File: src/rtl/alarme_controle.sv
// Night-time door alarm: exit delay, armed watch, entry delay, latched siren.
// Every output is a register; inputs sampled at one edge show up after that edge.
module alarme_controle #(
  parameter int DELAY_SAIDA   = 5,
  parameter int DELAY_ENTRADA = 3
) (
  input  logic       clk_2,
  input  logic       reset,
  input  logic       porta,
  input  logic       relogio,
  input  logic       interruptor,
  output logic       alarme,
  output logic       pisca,
  output logic [2:0] estado,
  output logic [3:0] contador,
  output logic [7:0] SEG
);

  typedef enum logic [2:0] {
    DESARMADO = 3'd0,
    SAIDA     = 3'd1,
    ARMADO    = 3'd2,
    ENTRADA   = 3'd3,
    DISPARADO = 3'd4
  } estado_t;

  // Load values are clamped to one decimal digit so the counter never exceeds 9.
  localparam logic [3:0] LOAD_SAIDA   = (DELAY_SAIDA > 9)   ? 4'd9 :
                                        (DELAY_SAIDA < 1)   ? 4'd1 : 4'(DELAY_SAIDA);
  localparam logic [3:0] LOAD_ENTRADA = (DELAY_ENTRADA > 9) ? 4'd9 :
                                        (DELAY_ENTRADA < 1) ? 4'd1 : 4'(DELAY_ENTRADA);

  estado_t     r_estado;
  logic [3:0]  r_contador;
  logic        r_alarme;
  logic        r_pisca;
  logic [7:0]  r_seg;

  estado_t     w_estado_nxt;
  logic [3:0]  w_contador_nxt;
  logic        w_alarme_nxt;
  logic        w_pisca_nxt;
  logic [7:0]  w_seg_nxt;
  logic        w_blink;

  function automatic logic [7:0] digito_7seg(input logic [3:0] d);
    logic [7:0] s;
    case (d)
      4'd0:    s = 8'h3F;
      4'd1:    s = 8'h06;
      4'd2:    s = 8'h5B;
      4'd3:    s = 8'h4F;
      4'd4:    s = 8'h66;
      4'd5:    s = 8'h6D;
      4'd6:    s = 8'h7D;
      4'd7:    s = 8'h07;
      4'd8:    s = 8'h7F;
      4'd9:    s = 8'h6F;
      default: s = 8'h00;
    endcase
    return s;
  endfunction

  always_ff @(posedge clk_2) begin
    if (reset) begin
      r_estado   <= DESARMADO;
      r_contador <= 4'd0;
      r_alarme   <= 1'b0;
      r_pisca    <= 1'b0;
      r_seg      <= 8'h00;
    end else begin
      r_estado   <= w_estado_nxt;
      r_contador <= w_contador_nxt;
      r_alarme   <= w_alarme_nxt;
      r_pisca    <= w_pisca_nxt;
      r_seg      <= w_seg_nxt;
    end
  end

  // Next state; the owner key beats everything once the system is not idle.
  always_comb begin
    w_estado_nxt   = DESARMADO;
    w_contador_nxt = 4'd0;
    if ((r_estado != DESARMADO) && interruptor) begin
      w_estado_nxt   = DESARMADO;
      w_contador_nxt = 4'd0;
    end else begin
      case (r_estado)
        DESARMADO: begin
          if (relogio && !interruptor) begin
            w_estado_nxt   = SAIDA;
            w_contador_nxt = LOAD_SAIDA;
          end
        end
        SAIDA: begin
          if (!relogio) begin
            w_estado_nxt = DESARMADO;
          end else if (r_contador == 4'd0) begin
            w_estado_nxt = ARMADO;
          end else begin
            w_estado_nxt   = SAIDA;
            w_contador_nxt = r_contador - 4'd1;
          end
        end
        ARMADO: begin
          if (!relogio) begin
            w_estado_nxt = DESARMADO;
          end else if (porta) begin
            w_estado_nxt   = ENTRADA;
            w_contador_nxt = LOAD_ENTRADA;
          end else begin
            w_estado_nxt = ARMADO;
          end
        end
        ENTRADA: begin
          if (r_contador == 4'd0) begin
            w_estado_nxt = DISPARADO;
          end else begin
            w_estado_nxt   = ENTRADA;
            w_contador_nxt = r_contador - 4'd1;
          end
        end
        DISPARADO: w_estado_nxt = DISPARADO;
        default:   w_estado_nxt = DESARMADO;
      endcase
    end
  end

  // Output registers are loaded from the next state so they line up with estado.
  always_comb begin
    w_blink      = (w_estado_nxt == SAIDA) || (w_estado_nxt == ENTRADA) ||
                   (w_estado_nxt == DISPARADO);
    w_alarme_nxt = (w_estado_nxt == DISPARADO);
    w_pisca_nxt  = w_blink ? ~r_pisca : 1'b0;
    w_seg_nxt    = 8'h00;
    case (w_estado_nxt)
      SAIDA, ENTRADA: w_seg_nxt = digito_7seg(w_contador_nxt);
      ARMADO:         w_seg_nxt = 8'h80;
      DISPARADO:      w_seg_nxt = 8'h76;
      default:        w_seg_nxt = 8'h00;
    endcase
  end

  assign estado   = r_estado;
  assign contador = r_contador;
  assign alarme   = r_alarme;
  assign pisca    = r_pisca;
  assign SEG      = r_seg;

endmodule

File: config.mk
export PLATFORM = sky130hd
export DESIGN_NAME = alarme_controle
export DESIGN_NICKNAME = d
export VERILOG_FILES = /design/src/rtl/alarme_controle.sv
export SDC_FILE = /design/constraint.sdc
export NUM_CORES = 1
export LEC_CHECK = 0
export ABC_CLOCK_PERIOD_IN_PS = 4600
export BUFFER_PORTS_ARGS = -buffer_cell sky130_fd_sc_hd__clkbuf_2
export CORE_MARGIN = 4
export CORE_UTILIZATION = 35
export DETAILED_ROUTE_END_ITERATION = 8
export GPL_TIMING_DRIVEN = 0
export SETUP_SLACK_MARGIN = 0.5
export SKIP_CTS_REPAIR_TIMING = 1
export SYNTH_ARGS = -nofsm -noshare
export SYNTH_HDL_FRONTEND = slang
export SYNTH_SLANG_ARGS = --single-unit
File: constraint.sdc
create_clock -name clk_2 -period 4.6 [get_ports clk_2]
set_input_delay 0.69 -clock clk_2 [delete_from_list [all_inputs] [get_ports clk_2]]
set_output_delay 0.69 -clock clk_2 [all_outputs]
set_load 0.1 [all_outputs]
==> impl_metrics.toml, run 1 <==
[worst_setup_path]
reg2reg_to = "SEG[6]"
crit_path_end_kind = "flip-flop"
cp_data_required_time_ps = 4820
cp_num_buf_inv = 2
critPathTopFamily = "simple AND/OR/NAND/NOR gates"
regToRegStartpoint = "contador[0]"
worstSetupStartpointType = "flip-flop"
r2r_slack_ps = 2120
cpPeakStageDelay_ps = 450
worstPathMaxFanout = 7
slowest_stage = "or3b_2"
rr_worst_depth = 11
crit_type = "reg -> reg"
critical_path_depth = 11
cp.arrival_ps = 2700
cp_cell_sequence = "inv_1 > ha_1 > or3b_2 > o2111ai_1 > o21ai_0 > nand2_1 > inv_1 > ha_1 > nor2_1 > a32oi_1 > o21ai_0"
crit_start = "contador[0]"
setup.worst_path.end = "SEG[6]"

[placement]
gp_congestion = 0.793
port_buffers = 21
dp_cells = 154
dp.final_hpwl_um = 1480

[synth]
synth.distinct_cells = 32
synth_area_per_cell_sq_um = 8.76
ys_seq_area_share_pct = 37.7
synth_top_area_share_pct = 37.7
synth.yosys.warnings = 0
netlist_area_sq_um = 902
synth_area_leader_cell = "dfxtp_1"
async_reset_ff_share_pct = 0
postSynthNetCount = 114
synth_ff_type = "dfxtp_1"
syn_inst = 103
synth_area_leaders = "dfxtp_1 38%, ha_1 8.3%, o21ai_0 5.0%, inv_1 4.2%, nor2_1 3.7%"
synth_seq_cells = 17
synth_edf_count = 0

[timing]
timing.hold.ws_ps = 423
tightest_slew_ps = 544
rsz0062_at_grt = "no"
setup_violations = 0
finalHoldViolCount = 0
fin_skew_ps = 6.60
fmax_mhz = 403
drv_slew = 0
fin_tns_setup_ps = 0
period_share_pct = 54.0
maxSlewHeadroom_pct = 63.9
period_needed_ps = 2480

[final_layout]
antenna_cells = 0
final_util_pct = 43.3
fin_cells = 158
area_growth_pct = 18.9
multi_input_area_sq_um = 494
final_net_count = 140
drive_gt1_share_pct = 25.8
final-seq-area_sq_um = 340
nFillCells = 273

[global_routing]
grt_usage_pct = 12.4
grt_start_max_net_pins = 11
grt_pass1_vias = 767
antenna_found_initial = 0
grt_first_pass_wirelength_um = 3280
gr-total-overflow = 0

[die]
core.rowCount = 18
core_sq_mm = 0.00248
die_h_um = 58.8
io_pins = 22
die_area_sq_mm = 0.00345
die_w_um = 58.8
start_util_pct = 36.4

[cts]
numClockSinks = 17
cts_max_path_buffers = 2
clk_pin_slew_ps = 100
cts_buffers = 3
root_buffer = "clkbuf_4"
htree_levels = 1
clk_latency_ps = 290
cts_tree = "yes"

[drt]
routed_wl_um = 1950
drc = 0
viasPerCell = 5.09
antenna_left = 0
drt_pass1_iterations = 4
first_iter_violations = 38
vias = 804
wl_per_cell_um = 12.3

[worst_hold_path]
hp-class = "reg -> reg"

[job]
max_cap_viol_count = 0

[power]
vdd_ir_drop_max_uv = 184
p_leak_uw = 0.000530
p_per_area_mw_per_mm2 = 294

[run_status]
run_status = "complete, no violations"
-- cells by family after synthesis --
kind of cell             count (synthesis)  share of synthesized area [%]
buffers and inverters                   14                           7.49
flip-flops                              17                           37.7
adder cells (fa/ha/maj)                  6                           8.32
XOR/XNOR                                 1                          0.971
AO/OA/AOI/OAI                           29                           21.9
multiplexers                             3                           3.33
AND/OR/NAND/NOR                         33                           20.2
-- cells in the mapped netlist, types with 2 or more instances --
cell	number
or3_1	2
nor3_1	2
nand2_1	6
and3_1	2
inv_1	10
dfxtp_1	17
o21ai_0	9
nand2b_1	2
a31oi_1	3
a22oi_1	3
mux2i_1	3
nor2_1	9
clkbuf_1	2
a21oi_1	6
o2111ai_1	2
buf_6	2
ha_1	6
nor2b_1	3
-- per-layer routing --
metal,routed length (um),GRT usage (%),vias to the layer above
met3,98,2.41,4
met2,898,19.6,19
li1,-,-,414
met4,34,6.80,0
met1,914,15.9,367
met5,0,0,-
-- final cells by class --
class                      count  area share, %
sequential                    17           31.7
buffer                         4           2.80
timing repair buffer          21           9.80
clock buffer                   3           2.10
tap                           30           3.50
inverter                      10           3.50
clock inverter                 1          0.467
multi-input combinational     72           46.1
-- how the worst min path moves through the flow --
stage                      from           to  slack (ps)  cells after the start
after floorplan           reset  contador[0]         760                      1
after detailed placement  pisca        pisca         410                      1
after global routing      pisca        pisca         460                      1
final                     pisca        pisca         420                      1
after CTS                 pisca        pisca         430                      1
after global placement    pisca        pisca         400                      1
-- placed cells by master, fill, tap and decap left out, types with 3 or more instances in the layout --
cell	n
clkbuf_2	21
dfxtp_1	17
inv_1	10
o21ai_0	9
nor2_1	9
a21oi_1	6
nand2_1	6
ha_1	6
nor2b_1	3
a22oi_1	3
a31oi_1	3
mux2i_1	3
clkbuf_4	3
-- metrics by stage --
stage	worst slack [ps]	area [sq um]	total power, uW
after floorplan	1840	902	224
after global placement	2210	1040	238
after detailed placement	2170	1040	238
after CTS	2140	1070	321
after global routing	1870	1070	332
final	2120	1070	316
-- state kept, by name, summed over array words and instances, names as in the netlist --
register  cells
SEG           8
contador      4
alarme        1
pisca         1
estado        3
-- where the power goes --
group | total [uW] | switching [uW] | internal, uW
combinational | 79.5 | 60.9 | 18.6
clock | 80.5 | 48.2 | 32.4
sequential | 155 | 3.17 | 152
No activity file was read; power rests on OpenSTA's default activity.
==> run 2, diff against run 1 <==
--- a/config.mk
+++ b/config.mk
@@ -5,7 +5,7 @@
 export SDC_FILE = /design/constraint.sdc
 export NUM_CORES = 1
 export LEC_CHECK = 0
-export ABC_CLOCK_PERIOD_IN_PS = 4600
+export ABC_CLOCK_PERIOD_IN_PS = 2400
 export BUFFER_PORTS_ARGS = -buffer_cell sky130_fd_sc_hd__clkbuf_2
 export CORE_MARGIN = 4
 export CORE_UTILIZATION = 35
==> constraint.sdc (replaced) <==
create_clock -name clk_2 -period 2.4 [get_ports clk_2]
set_input_delay 0.36 -clock clk_2 [delete_from_list [all_inputs] [get_ports clk_2]]
set_output_delay 0.36 -clock clk_2 [all_outputs]
set_load 0.1 [all_outputs]
==> impl_metrics.toml, run 2 (synthesis results as in run 1) <==
[timing]
fin_tns_setup_ps = 0
finalHoldViolCount = 0
drv_slew = 0
rsz0062_at_grt = "yes"
period_needed_ps = 1970
tightest_slew_ps = 542
setup_violations = 0
maxSlewHeadroom_pct = 64.0
fmax_mhz = 507
period_share_pct = 82.1
fin_skew_ps = 14.1

[final_layout]
final_common_cell = "clkbuf_2"
drive_gt1_share_pct = 52.5
nFillCells = 240
final_net_count = 151
area_growth_pct = 45.6
final_cell_mix = "22 x clkbuf_2, 10 x dfxtp_1, 10 x buf_4"
largest_reg_flops = 8
antenna_cells = 0
fin_cells = 169

[die]
die_h_um = 58.8
die_w_um = 58.8
core_sq_mm = 0.00248
core.rowCount = 18
start_util_pct = 36.4
die_area_sq_mm = 0.00345
io_pins = 22

[drt]
drt_pass1_iterations = 4
routed_wl_um = 2400
vias = 894
wl_per_cell_um = 14.2
viasPerCell = 5.29
drc = 0
antenna_left = 0
first_iter_violations = 26

[worst_hold_path]
holdPathEnd = "contador[1]"
hold_depth = 2
hp-class = "in -> reg"
min_from = "reset"

[placement]
gp_congestion = 0.783
dp.final_hpwl_um = 1570
dp_cells = 154
port_buffers = 21

[worst_setup_path]
cp_cell_sequence = "inv_2 > ha_4 > or3b_4 > o2111ai_4 > o21ai_2 > nand2_2 > inv_2 > ha_4 > nor2_2 > o21ai_1 > a21oi_1"
regToRegStartpoint = "contador[1]"
cp_data_required_time_ps = 2600
r2r_slack_ps = 430
critPathTopFamily = "simple AND/OR/NAND/NOR gates"
worstPathMaxFanout = 4
cpPeakStageDelay_ps = 380
cp.arrival_ps = 2170
cp_num_buf_inv = 2
worstSetupStartpointType = "flip-flop"
crit_path_end_kind = "flip-flop"
rr_worst_depth = 11
slowest_stage = "or3b_4"
reg2reg_to = "SEG[3]"
crit_type = "reg -> reg"

[job]
max_cap_viol_count = 0

[global_routing]
grt_usage_pct = 12.6
antenna_found_initial = 0
gr-total-overflow = 0
grt_pass1_vias = 759
grt_first_pass_wirelength_um = 3390
grt_start_max_net_pins = 11

[cts]
cts_buffers = 3
htree_levels = 1
cts_max_path_buffers = 2
clk_latency_ps = 310
root_buffer = "clkbuf_4"
clk_pin_slew_ps = 120
numClockSinks = 17
cts_tree = "yes"

[run_status]
run_status = "complete, no violations"

[power]
p_leak_uw = 0.000602
p_per_area_mw_per_mm2 = 501
vdd_ir_drop_max_uv = 336
run 2: cell count changes in the layout (fill, tap and decap cells not counted), sizes merged:
cell,before,now
buf,2,13
run 2: through the flow:
step	total power (uW)	setup slack, ps	cell area [sq um]	hold slack [ps]	util (%)
final	658	429	1310	302	53.0
after global routing	680	353	1310	319	53.0
after CTS	627	230	1120	297	45.3
after detailed placement	463	268	1090	410	44.1
after global placement	461	290	1090	403	44.1
after floorplan	433	307	951	423	-
run 2: worst max-delay path by stage:
stage / from / endpoint / slack (ps) / depth (start not counted)
3_3_place_gp: contador[0] / SEG[1] / 290 / 10
2_1_floorplan: contador[0] / SEG[1] / 310 / 10
3_5_place_dp: contador[0] / SEG[1] / 270 / 10
5_1_grt: contador[1] / SEG[3] / 350 / 11
4_1_cts: contador[0] / SEG[1] / 230 / 10
6_report: contador[1] / SEG[3] / 430 / 11
run 2: power by group:
group / switching (uW) / total [uW] / leakage (uW) / internal, uW
clock: 105 / 167 / 0.0000177 / 62.2
combinational: 135 / 194 / 0.000442 / 59.3
sequential: 7.01 / 297 / 0.000142 / 290
run 2: routing by layer:
| layer | vias to the layer above | track usage, % | share of wire (%) |
|---|---|---|---|
| met1 | 423 | 17.2 | 42 |
| li1 | 439 | - | - |
| met2 | 28 | 20.0 | 50 |
| met3 | 4 | 2.41 | 7.0 |
| met4 | 0 | 3.88 | 1.5 |
| met5 | - | 0 | 0 |
run 2: area by class of cell:
cell class | instances | area (sq um) | area share, %
buffer | 4 | 31.3 | 2.38
clock inverter | 1 | 5.00 | 0.381
tap | 30 | 37.5 | 2.86
sequential | 17 | 357 | 27.1
multi-input combinational | 72 | 627 | 47.7
clock buffer | 3 | 22.5 | 1.71
inverter | 10 | 42.5 | 3.24
timing repair buffer | 32 | 191 | 14.6
==> run 3, diff against run 2 <==
--- a/config.mk
+++ b/config.mk
@@ -5,7 +5,7 @@
 export SDC_FILE = /design/constraint.sdc
 export NUM_CORES = 1
 export LEC_CHECK = 0
-export ABC_CLOCK_PERIOD_IN_PS = 2400
+export ABC_CLOCK_PERIOD_IN_PS = 1750
 export BUFFER_PORTS_ARGS = -buffer_cell sky130_fd_sc_hd__clkbuf_2
 export CORE_MARGIN = 4
 export CORE_UTILIZATION = 35
==> constraint.sdc (replaced) <==
create_clock -name clk_2 -period 1.75 [get_ports clk_2]
set_input_delay 0.2625 -clock clk_2 [delete_from_list [all_inputs] [get_ports clk_2]]
set_output_delay 0.2625 -clock clk_2 [all_outputs]
set_load 0.1 [all_outputs]
==> impl_metrics.toml, run 3 (synthesis results as in run 1) <==
[worst_setup_path]
slowest_stage = "or3b_4"
cp.arrival_ps = 2170
crit_start = "contador[0]"
r2r_slack_ps = -240
critPathTopFamily = "simple AND/OR/NAND/NOR gates"
worstPathMaxFanout = 7
worstSetupStartpointType = "flip-flop"
rr_worst_depth = 11
reg2reg_to = "SEG[3]"
cpPeakStageDelay_ps = 380
cp_data_required_time_ps = 1940
cp_num_buf_inv = 2
regToRegStartpoint = "contador[0]"
crit_path_end_kind = "flip-flop"
crit_type = "reg -> reg"
cp_cell_sequence = "inv_4 > ha_4 > or3b_4 > o2111ai_4 > o21ai_2 > nand2_2 > inv_4 > ha_4 > nor2_4 > o21ai_2 > a21oi_1"

[power]
pwr-share-clk_pct = 22.7
switching_share_pct = 35.6
seqPwrFrac_pct = 44.0
p_leak_uw = 0.000652
power_switching_uw = 329
pwr-share-comb_pct = 33.3
vdd_ir_drop_max_uv = 511
p_int_uw = 595
p_per_area_mw_per_mm2 = 613

[final_layout]
final_net_count = 153
largest_reg_flops = 8
fin_cells = 171
final_util_pct = 60.9
nFillCells = 232
antenna_cells = 0
area_growth_pct = 67.1
drive_gt1_share_pct = 65.2
final_cell_mix = "11 x buf_6, 11 x clkbuf_4, 10 x dfxtp_1, 10 x buf_4, 5 x dfxtp_4"

[cts]
root_buffer = "clkbuf_4"
clk_latency_ps = 290
htree_levels = 1
cts_buffers = 3
clk_pin_slew_ps = 90
cts_max_path_buffers = 2
cts_tree = "yes"
numClockSinks = 17

[die]
core.rowCount = 18
io_pins = 22
die_area_sq_mm = 0.00345
die_h_um = 58.8
core_sq_mm = 0.00248
die_w_um = 58.8
start_util_pct = 36.4

[placement]
dp_slack_ps = -380
dp_cells = 154
gp_congestion = 0.793
port_buffers = 21
dp.final_hpwl_um = 1640

[timing]
drv_slew = 0
tightest_slew_ps = 484
period_share_pct = 114
fmax_mhz = 503
finalWorstSetupSlack_ps = -237
fin_tns_setup_ps = -1350
maxSlewHeadroom_pct = 67.9
setup_violations = 8
finalHoldViolCount = 0
period_needed_ps = 1990
rsz0062_at_grt = "yes"
fin_skew_ps = 3.05

[drt]
drc = 0
vias = 886
drt_pass1_iterations = 4
wl_per_cell_um = 14.6
viasPerCell = 5.18
first_iter_violations = 25
antenna_left = 0
routed_wl_um = 2500

[global_routing]
grt_first_pass_wirelength_um = 3560
grt_usage_pct = 13.2
grt_pass1_vias = 750
gr-total-overflow = 0
antenna_found_initial = 0
grt_start_max_net_pins = 11

[worst_hold_path]
hold_depth = 2
holdPathEnd = "contador[2]"
min_from = "reset"
hp-class = "in -> reg"

[run_status]
violations = "setup timing"
run_status = "complete, but fails checks"

[job]
max_cap_viol_count = 0
-- run 3: worst max-delay path by stage --
| stage | endpoint | slack [ps] | cells after the start |
|---|---|---|---|
| final | SEG[3] | -240 | 11 |
| after global routing | SEG[3] | -320 | 11 |
| after CTS | SEG[1] | -410 | 10 |
| after detailed placement | SEG[1] | -380 | 10 |
| after global placement | SEG[1] | -340 | 10 |
| after floorplan | SEG[1] | -330 | 10 |
-- run 3: routing by layer --
layer	global-route usage [%]	vias up	share of wire (%)
met5	0	-	0
met4	1.94	0	0.52
met3	3.29	2	3.7
met2	23.7	16	55
met1	16.0	429	41
li1	-	439	-
-- run 3: area by class of cell --
| cell class | instances | area (sq um) | share of cell area (%) |
|---|---|---|---|
| inverter | 10 | 47.5 | 3.15 |
| buffer | 4 | 52.6 | 3.49 |
| timing repair buffer | 34 | 302 | 20.0 |
| clock buffer | 4 | 26.3 | 1.74 |
| multi-input combinational | 72 | 681 | 45.1 |
| tap | 30 | 37.5 | 2.49 |
| sequential | 17 | 362 | 24.0 |
-- run 3: power by group through the flow --
stage | Sequential, uW | Combinational, uW | Clock [uW]
floorplan | 513 | 82.6 | 0
global route | 409 | 323 | 232
finish | 407 | 308 | 209
global placement | 415 | 220 | 0
detailed placement | 416 | 223 | 0
CTS | 406 | 224 | 215
-- run 3: metrics by stage --
stage	hold slack [ps]	total power (uW)	instance area, sq um
3_3_place_gp	403	635	1120
4_1_cts	223	845	1140
2_1_floorplan	320	596	976
3_5_place_dp	404	638	1120
6_report	245	924	1510
5_1_grt	250	965	1510
